**config.mk**
```make
export PLATFORM = sky130hd
export DESIGN_NAME = ps2_host_tx_flat
export DESIGN_NICKNAME = d
export VERILOG_FILES = /design/src/rtl/ps2_host_tx_if.sv /design/src/rtl/ps2_host_tx.sv /design/src/flat_wrapper.sv
export SDC_FILE = /design/constraint.sdc
export NUM_CORES = 1
export LEC_CHECK = 0
export BUFFER_PORTS_ARGS = -buffer_cell sky130_fd_sc_hd__buf_2
export CORE_AREA = 2 2 101 122
export CTS_BUF_LIST = sky130_fd_sc_hd__clkbuf_4 sky130_fd_sc_hd__clkbuf_8
export CTS_CLUSTER_SIZE = 12
export DETAILED_ROUTE_END_ITERATION = 12
export DIE_AREA = 0 0 103 124
export PLACE_DENSITY_LB_ADDON = 0.25
export SETUP_SLACK_MARGIN = 0.1
export SLEW_MARGIN = 10
export SYNTH_ARGS = -nofsm -noshare
export SYNTH_HDL_FRONTEND = slang
export SYNTH_SLANG_ARGS = --single-unit
```
**constraint.sdc**
```tcl
create_clock -name clk -period 1.8 [get_ports clk]
set_input_delay 0.09 -clock clk [delete_from_list [all_inputs] [get_ports clk]]
set_output_delay 0.09 -clock clk [all_outputs]
set_load 0.01 [all_outputs]
```
**src/rtl/ps2_host_tx_if.sv**
```systemverilog
// Signal bundle between a PS/2 command source, the host transmitter and the
// open-drain PS/2 pins.
interface ps2_host_tx_if;
    logic [7:0] tx_data;
    logic       tx_req;
    logic       tx_ready;
    logic       tx_done;
    logic       tx_err;
    logic       rx_inhibit;
    logic       ps2_clk_i;
    logic       ps2_dat_i;
    logic       ps2_clk_oe;
    logic       ps2_dat_oe;

    // master: command source plus the resolved line levels seen from outside
    modport master (
        output tx_data, tx_req, ps2_clk_i, ps2_dat_i,
        input  tx_ready, tx_done, tx_err, rx_inhibit, ps2_clk_oe, ps2_dat_oe
    );

    modport slave (
        input  tx_data, tx_req, ps2_clk_i, ps2_dat_i,
        output tx_ready, tx_done, tx_err, rx_inhibit, ps2_clk_oe, ps2_dat_oe
    );
endinterface

```
**src/rtl/ps2_host_tx.sv**
```systemverilog
// Host-to-device PS/2 byte transmitter: inhibit, request-to-send, clock out
// start/data/parity/stop on device clock falls, then check the device ack.
module ps2_host_tx #(
    parameter int INHIBIT_CYCLES = 2500,
    parameter int TIMEOUT_CYCLES = 375000,
    parameter int FILT_LEN       = 4
) (
    input  logic           clk,
    input  logic           reset,
    ps2_host_tx_if.slave   bus
);
    localparam int INH_W = $clog2(INHIBIT_CYCLES + 1);
    localparam int TO_W  = $clog2(TIMEOUT_CYCLES + 1);
    localparam int FL_W  = $clog2(FILT_LEN + 1);

    typedef enum logic [2:0] {
        ST_IDLE, ST_INHIBIT, ST_REQ, ST_BITS, ST_ACK, ST_WAIT_IDLE, ST_DONE, ST_ERR
    } state_t;

    state_t            state_q, state_d;
    logic [1:0]        clk_s_q, dat_s_q;
    logic              filt_q, filt_d;
    logic [FL_W-1:0]   filt_cnt_q, filt_cnt_d;
    logic              fall_q;
    logic [9:0]        frame_q;
    logic              out_bit_q;
    logic [3:0]        n_q;
    logic [INH_W-1:0]  inh_cnt_q;
    logic [TO_W-1:0]   to_cnt_q;

    logic inh_last, inh_sat, to_hit, to_sat;
    assign inh_last = (inh_cnt_q == INH_W'(INHIBIT_CYCLES - 1));
    assign inh_sat  = (inh_cnt_q == INH_W'(INHIBIT_CYCLES));
    assign to_hit   = (to_cnt_q == TO_W'(TIMEOUT_CYCLES - 1));
    assign to_sat   = (to_cnt_q == TO_W'(TIMEOUT_CYCLES));

    // Clock filter: flip only after FILT_LEN consecutive differing samples
    always_comb begin
        filt_d     = filt_q;
        filt_cnt_d = '0;
        if (clk_s_q[1] != filt_q) begin
            if (filt_cnt_q == FL_W'(FILT_LEN - 1))
                filt_d = clk_s_q[1];
            else
                filt_cnt_d = filt_cnt_q + 1'b1;
        end
    end

    always_ff @(posedge clk or posedge reset) begin
        if (reset) begin
            clk_s_q    <= 2'b11;
            dat_s_q    <= 2'b11;
            filt_q     <= 1'b1;
            filt_cnt_q <= '0;
            fall_q     <= 1'b0;
        end else begin
            clk_s_q    <= {clk_s_q[0], bus.ps2_clk_i};
            dat_s_q    <= {dat_s_q[0], bus.ps2_dat_i};
            filt_q     <= filt_d;
            filt_cnt_q <= filt_cnt_d;
            fall_q     <= filt_q & ~filt_d;
        end
    end

    always_ff @(posedge clk or posedge reset) begin
        if (reset)
            state_q <= ST_IDLE;
        else
            state_q <= state_d;
    end

    // Timeout is tested before the fall so it wins a same-cycle collision
    always_comb begin
        state_d = state_q;
        case (state_q)
            ST_IDLE:      if (bus.tx_req) state_d = ST_INHIBIT;
            ST_INHIBIT:   if (inh_last) state_d = ST_REQ;
            ST_REQ: begin
                if (to_hit)      state_d = ST_ERR;
                else if (fall_q) state_d = ST_BITS;
            end
            ST_BITS: begin
                if (to_hit)                        state_d = ST_ERR;
                else if (fall_q && n_q == 4'd9)    state_d = ST_ACK;
            end
            ST_ACK: begin
                if (to_hit)      state_d = ST_ERR;
                else if (fall_q) state_d = dat_s_q[1] ? ST_ERR : ST_WAIT_IDLE;
            end
            ST_WAIT_IDLE: begin
                if (to_hit)                        state_d = ST_ERR;
                else if (filt_q && dat_s_q[1])     state_d = ST_DONE;
            end
            ST_DONE:      state_d = ST_IDLE;
            ST_ERR:       state_d = ST_IDLE;
            default:      state_d = ST_IDLE;
        endcase
    end

    always_ff @(posedge clk or posedge reset) begin
        if (reset) begin
            frame_q   <= '0;
            out_bit_q <= 1'b1;
            n_q       <= '0;
            inh_cnt_q <= '0;
            to_cnt_q  <= '0;
        end else begin
            case (state_q)
                ST_IDLE: begin
                    if (bus.tx_req) begin
                        frame_q   <= {1'b1, ~^bus.tx_data, bus.tx_data};
                        inh_cnt_q <= '0;
                    end
                end
                ST_INHIBIT: begin
                    if (!inh_sat) inh_cnt_q <= inh_cnt_q + 1'b1;
                    to_cnt_q  <= '0;
                    n_q       <= '0;
                    out_bit_q <= 1'b1;
                end
                ST_REQ, ST_BITS, ST_ACK, ST_WAIT_IDLE: begin
                    if (!to_sat) to_cnt_q <= to_cnt_q + 1'b1;
                    if (fall_q && state_q != ST_WAIT_IDLE) begin
                        n_q <= n_q + 4'd1;
                        // frame shifts out LSB first: data, parity, stop
                        if (state_q != ST_ACK) begin
                            out_bit_q <= frame_q[0];
                            frame_q   <= {1'b0, frame_q[9:1]};
                        end
                    end
                end
                default: ;
            endcase
        end
    end

    always_comb begin
        bus.tx_ready   = (state_q == ST_IDLE);
        bus.rx_inhibit = (state_q != ST_IDLE);
        bus.tx_done    = (state_q == ST_DONE);
        bus.tx_err     = (state_q == ST_ERR);
        bus.ps2_clk_oe = (state_q == ST_INHIBIT);
        bus.ps2_dat_oe = ((state_q == ST_INHIBIT) && inh_last) ||
                         (state_q == ST_REQ) ||
                         (((state_q == ST_BITS) || (state_q == ST_ACK)) && !out_bit_q);
    end
endmodule

```
**src/flat_wrapper.sv**
```systemverilog
// flat-port wrapper written by rule: the top's interface ports become plain ports
module ps2_host_tx_flat 
#(
    parameter int INHIBIT_CYCLES = 2500,
    parameter int TIMEOUT_CYCLES = 375000,
    parameter int FILT_LEN       = 4
)
  (clk, reset, bus_tx_data, bus_tx_req, bus_ps2_clk_i, bus_ps2_dat_i, bus_tx_ready, bus_tx_done, bus_tx_err, bus_rx_inhibit, bus_ps2_clk_oe, bus_ps2_dat_oe);
  ps2_host_tx_if bus_i ();
  input  logic clk;
  input  logic reset;
  input wire logic [$bits(bus_i.tx_data)-1:0] bus_tx_data;
  input wire logic [$bits(bus_i.tx_req)-1:0] bus_tx_req;
  input wire logic [$bits(bus_i.ps2_clk_i)-1:0] bus_ps2_clk_i;
  input wire logic [$bits(bus_i.ps2_dat_i)-1:0] bus_ps2_dat_i;
  output wire logic [$bits(bus_i.tx_ready)-1:0] bus_tx_ready;
  output wire logic [$bits(bus_i.tx_done)-1:0] bus_tx_done;
  output wire logic [$bits(bus_i.tx_err)-1:0] bus_tx_err;
  output wire logic [$bits(bus_i.rx_inhibit)-1:0] bus_rx_inhibit;
  output wire logic [$bits(bus_i.ps2_clk_oe)-1:0] bus_ps2_clk_oe;
  output wire logic [$bits(bus_i.ps2_dat_oe)-1:0] bus_ps2_dat_oe;
  assign bus_i.tx_data = bus_tx_data;
  assign bus_i.tx_req = bus_tx_req;
  assign bus_i.ps2_clk_i = bus_ps2_clk_i;
  assign bus_i.ps2_dat_i = bus_ps2_dat_i;
  assign bus_tx_ready = bus_i.tx_ready;
  assign bus_tx_done = bus_i.tx_done;
  assign bus_tx_err = bus_i.tx_err;
  assign bus_rx_inhibit = bus_i.rx_inhibit;
  assign bus_ps2_clk_oe = bus_i.ps2_clk_oe;
  assign bus_ps2_dat_oe = bus_i.ps2_dat_oe;
  ps2_host_tx #(.INHIBIT_CYCLES(INHIBIT_CYCLES), .TIMEOUT_CYCLES(TIMEOUT_CYCLES), .FILT_LEN(FILT_LEN)) u_core (.clk(clk), .reset(reset), .bus(bus_i));
endmodule
```
-- Word level (Yosys, flattened, before mapping)
Index checks and enable logic that the tools add are counted.
- equal/unequal tests: 26
- bitwise operators: 2
- $add $sub $neg: 4
- reductions and logical operators: 23
- muxes and demuxes: 30
- operators by type and width (kind ; count):
    19-bit equality test (second input constant) ; 2
    19-bit one-hot mux with 2 select lines ; 1
    3-bit 2-to-1 mux ; 12
    10-bit 2-to-1 mux ; 3
    12-bit equality test (second input constant) ; 2
    12-bit 2-to-1 mux ; 2
    12-bit one-hot mux with 2 select lines ; 1
    3-bit one-hot mux with 7 select lines ; 1
    10-bit one-hot mux with 2 select lines ; 1
    19-bit by 1-bit adder with 19-bit output (second input constant) ; 1
    19-bit 2-to-1 mux ; 1
    12-bit by 1-bit adder with 12-bit output (second input constant) ; 1
    3-bit equality test (second input constant) ; 4
    3-bit by 1-bit != test with 1-bit output (second input constant) ; 4
    3-bit by 2-bit equality test with 1-bit output (second input constant) ; 3
    4-bit one-hot mux with 2 select lines ; 1
    8-bit XNOR reduction ; 1
    2-bit by 1-bit != test with 1-bit output (second input constant) ; 3
    2-bit != test (second input constant) ; 3
    3-bit != test (second input constant) ; 2
    3-bit AND reduction ; 2
    6-bit AND reduction ; 1
    2-bit nonzero test ; 3
    1-bit logical AND ; 5
    other kinds (19) ; 25
- input bits: 13
- flip-flop bits (word level): 58
- logic and storage cells: 96
- output and inout port bits: 6

-- Depth between registers and ports, before layout
- depth after elaboration: 5
- gate-level depth with buffers: 8
- gate-level depth less buffers: 7

-- Worst setup path before layout
No wires, ideal clock.
- kind: reg-to-reg
- start point: register u_core.state_q[2]
- end point: register u_core.to_cnt_q[3]
- buffers on the path: 2
- path slack: -0.004 ns
- period minus slack after synthesis: 1.804 ns
- library setup time: 0.077 ns
- cell stages (with the launch flop): 8
- arrival time: 1.726 ns
- data required time: 1.723 ns
- cell sequence: dfrtp_1 -> or3b_1 -> buf_6 -> inv_6 -> nor2_2 -> buf_6 -> or4_1 -> a21oi_1
- elaborated cells on any way between the ends: 10
- those cells by class: 6 x eq/ne; 1 x mux; 3 x reduce/logical
- RTL lines (element ; line ; RTL):
    from (decl) ; ps2_host_tx.sv:20 ; state_t state_q, state_d;
    from (signal assigned) ; ps2_host_tx.sv:69 ; state_q <= state_d;
    3-bit by 1-bit equality test with 1-bit output (*) ; - ;
    net bus_ps2_clk_oe ; flat_wrapper.sv:20 ; output wire logic [$bits(bus_i.ps2_clk_oe)-1:0] bus_ps2_clk_oe;
    2-bit nonzero test (no source line) ; - ;
    2-bit AND reduction (no source line) ; - ;
    to (signal assigned) ; ps2_host_tx.sv:122 ; if (!to_sat) to_cnt_q <= to_cnt_q + 1'b1;
    to (decl) ; ps2_host_tx.sv:29 ; logic [TO_W-1:0] to_cnt_q;
Mark *: on every way through the listed nets, which the timed path passes. The rest lies on a longest branch.
A chain may end at the register's enable or synchronous reset.

-- Worst setup path after layout
- start point: register u_core.inh_cnt_q[1]
- end point: output port bus_ps2_dat_oe
- word-level cells in the longest chain between the ends: 4
- ends and longest elaborated chain (element ; line ; RTL):
    from (decl) ; ps2_host_tx.sv:28 ; logic [INH_W-1:0] inh_cnt_q;
    from (signal assigned) ; ps2_host_tx.sv:116 ; if (!inh_sat) inh_cnt_q <= inh_cnt_q + 1'b1;
    12-bit equality test ; ps2_host_tx.sv:32 ; assign inh_last = (inh_cnt_q == INH_W'(INHIBIT_CYCLES - 1));
    1-bit logical AND ; ps2_host_tx.sv:143 ; bus.ps2_dat_oe = ((state_q == ST_INHIBIT) && inh_last) ||
    1-bit logical OR ; ps2_host_tx.sv:143 ;
    1-bit logical OR ; ps2_host_tx.sv:144 ; (state_q == ST_REQ) ||
    to (decl) ; flat_wrapper.sv:21 ; output wire logic [$bits(bus_i.ps2_dat_oe)-1:0] bus_ps2_dat_oe;
Every way passes these cells.

==> qor.csv <==
metric,value,unit
outcome,"finished, violations left",
violations,negative setup slack,
slowest_delay,0.38,ns
die-area,0.0128,mm^2
grtUsageTotal,15.3,%
syn-num-nets,407,
overflow,0,
ir_drop,0.000698,V
routed_via_density,4.87,
arrival,1.89,ns
dp_hpwl,5.62,mm
min-delay-start,bus_tx_data[7],
gp_congestion,0.787,
yosys.area.top_type_share,38.0,%
fmax,504,MHz
synth.top_cells.by_area,"dfrtp_1 (38%), nand2_1 (6.3%), mux2i_1 (5.3%)",
slowest_stage,dfrtp_1,
layout_min_cycle_time,1.98,ns
synth.ff_latch_count,58,
regToRegStartpoint,u_core.to_cnt_q[10],
hold_depth,3,
layout_commonest_cell,buf_4,
leakagePower,0.00213,uW
grt_pass1_vias,3292,
drt_iter0_markers,190,
drc,0,
register_area,0.00146,mm^2
syn_inst,387,
cp_num_buf_inv,2,
grt_antenna_before_repair,0,
cp-start-kind,flop,
critical_path.top_delay_family,flip-flops,
first_pass_iters,5,
diodes,0,
initial_core_util,29.7,%
area_growth,46.7,%
tritoncts,built,
power,6630,uW
wl_per_cell,13.7,um
grt_pass1_wl,15.4,mm
placed_cell_area,0.00411,mm^2
layout-drive-gt1-share,35.3,%
grt_max_degree,59,
cts_sinks,58,
ios,19,
dr_total_vias,3124,
rsz0062_at_grt,true,
final_cell_count_no_fill,642,
seq_area_frac_synth,42.6,%
yosys_warnings,0,
reg2reg_to,u_core.to_cnt_q[6],
htree_levels,3,
drt-total-wl,8.80,mm
syn_avg_cell_area,8.84,um^2
cp-end-kind,primary output,
synth_edf_count,0,
period_share,110,%
crit_type,flop to primary output,
core_area,0.0115,mm^2
worst_slack,-0.183,ns
die_w,103,um
multi_input_area,0.00219,mm^2
hold_end,u_core.frame_q[7],
synth_top_area_cell,dfrtp_1,
met3WireLength,179,um
worstHoldPathType,input port to flop,
hold_violations,0,
skew,0.00751,ns
dr.max_layer_used,met4,
met1_length,3.86,mm
antenna_left,0,
p_per_area,1320,mW/mm^2
nets,500,
die-height,124,um
path_clk_slew,0.07,ns
synth.distinct_cells,51,
clock_tree.root_cell,clkbuf_8,
maxSlewHeadroom,69.0,%
drv_slew,0,
crit_required,1.71,ns
std_cell_rows,43,
r2r_cells,7,
clockBufferDepth,2,
cap_violations,0,
layout_common_cells,"buf_4 (64), nand2_1 (55), dfrtp_1 (52)",
crit_chain,ha_2 -> nor4b_4 -> nand3_2 -> buf_4 -> o22a_1 -> o22ai_2 -> buf_2,
stdcell_area,0.00502,mm^2
fillCellCount,1134,
path_max_fanout,3,
dp_cells,597,
post-route-util,43.6,%
insertion_delay,0.34,ns
syn-cell-area,0.00342,mm^2
rrSetupSlack,-0.11,ns
worstMarginPinSlew,0.465,ns
ys_async_sr_fraction,100,%
synth_flop_cell,dfrtp_1,
met2_length,4.65,mm
portBuffers,18,
finalSetupViolCount,25,
cts_buffers,9,
==> synth_stat cells, types with 3 or more instances <==
| cell | count |
|---|---|
| a31oi_1 | 9 |
| dfstp_2 | 6 |
| inv_1 | 10 |
| nand4_1 | 14 |
| and4_1 | 4 |
| o21a_1 | 3 |
| and2_1 | 4 |
| nor2_1 | 36 |
| clkbuf_1 | 15 |
| nand2b_1 | 20 |
| o31ai_1 | 3 |
| dfrtp_1 | 52 |
| and3_1 | 8 |
| nor3b_1 | 3 |
| nand3_1 | 16 |
| nor3_1 | 4 |
| nand2_1 | 57 |
| ha_1 | 7 |
| xor2_1 | 9 |
| o21ai_0 | 8 |
| nor2b_1 | 3 |
| mux2i_1 | 18 |
| o22ai_1 | 4 |
| xnor2_1 | 8 |
| nor4b_1 | 6 |
| nor4_1 | 13 |
| a21oi_1 | 13 |
==> repair_timing <==
item / CTS / global route
buffers inserted: 16 / 4
endpoints found under the hold margin: 58 / 0
resized for setup: 54 / 23
setup endpoints to repair: 33 / 40
hold buffers: 7 / 0
pin swaps: 24 / 10
gates cloned: 2 / 0
==> state kept, by name (all words and copies together) (netlist names) <==
signal	cells
u_core.state_q	3
u_core.inh_cnt_q	12
u_core.filt_cnt_q	3
u_core.filt_q	1
u_core.to_cnt_q	19
u_core.n_q	4
u_core.clk_s_q	2
u_core.out_bit_q	1
u_core.frame_q	10
u_core.fall_q	1
u_core.dat_s_q	2
==> metal layers <==
metal	vias up	global-route usage (%)
met4	0	6.66
met1	1521	18.0
met2	30	26.7
li1	1563	-
met3	10	3.25
met5	-	0
==> power by group <==
| part | total [uW] | internal (uW) | switching (uW) |
|---|---|---|---|
| Combinational | 3160 | 1490 | 1670 |
| Clock | 1720 | 1170 | 544 |
| Sequential | 1750 | 1560 | 189 |
==> worst min-delay path, stage by stage <==
cell	delay, ns
buf_2	0.11
nand2_1	0.05
a31oi_1	0.07
==> cell type report <==
class                   count  area share [%]
inverters                  12            1.05
well taps                 157            3.92
clock buffers              12            3.29
multi-input cells         295            43.6
clock inverters             4            2.39
repair buffers            104            16.7
flip-flops and latches     58            29.1
==> stage by stage <==
step,TNS (ns),worst slack (ns),hold slack (ns)
finish,-1.55,-0.183,0.0153
global route,-4.86,-0.295,0.0144
CTS,-1.99,-0.158,0.00202
detailed placement,-2.21,-0.231,0.187
global placement,-1.47,-0.135,0.185
floorplan,-0.0167,-0.00378,0.0945
==> logic make-up (layout without fill, tap and decap cells) <==
group	Yosys count	after routing	synth area share [%]
buffers and inverters	34	132	4.50
DFF	58	58	42.6
adders and majority gates	7	7	2.56
and+or+nand+nor	196	196	29.5
muxes	20	20	5.93
xor gates and xnor gates	17	17	4.35
AOI/OAI and AO/OA	55	55	10.5
==> how the worst max path moves through the flow <==
stage | startpoint | endpoint | slack (ns) | cells after the start
after global placement | u_core.state_q[1] | u_core.to_cnt_q[11] | -0.13 | 6
after detailed placement | u_core.state_q[1] | u_core.to_cnt_q[17] | -0.23 | 6
after CTS | u_core.to_cnt_q[0] | u_core.to_cnt_q[14] | -0.16 | 5
after global routing | u_core.inh_cnt_q[1] | bus_ps2_dat_oe | -0.30 | 7
final | u_core.inh_cnt_q[1] | bus_ps2_dat_oe | -0.18 | 7
after floorplan | u_core.state_q[2] | u_core.to_cnt_q[3] | -0.004 | 7
Note: power is estimated with default switching activity, not from simulation.
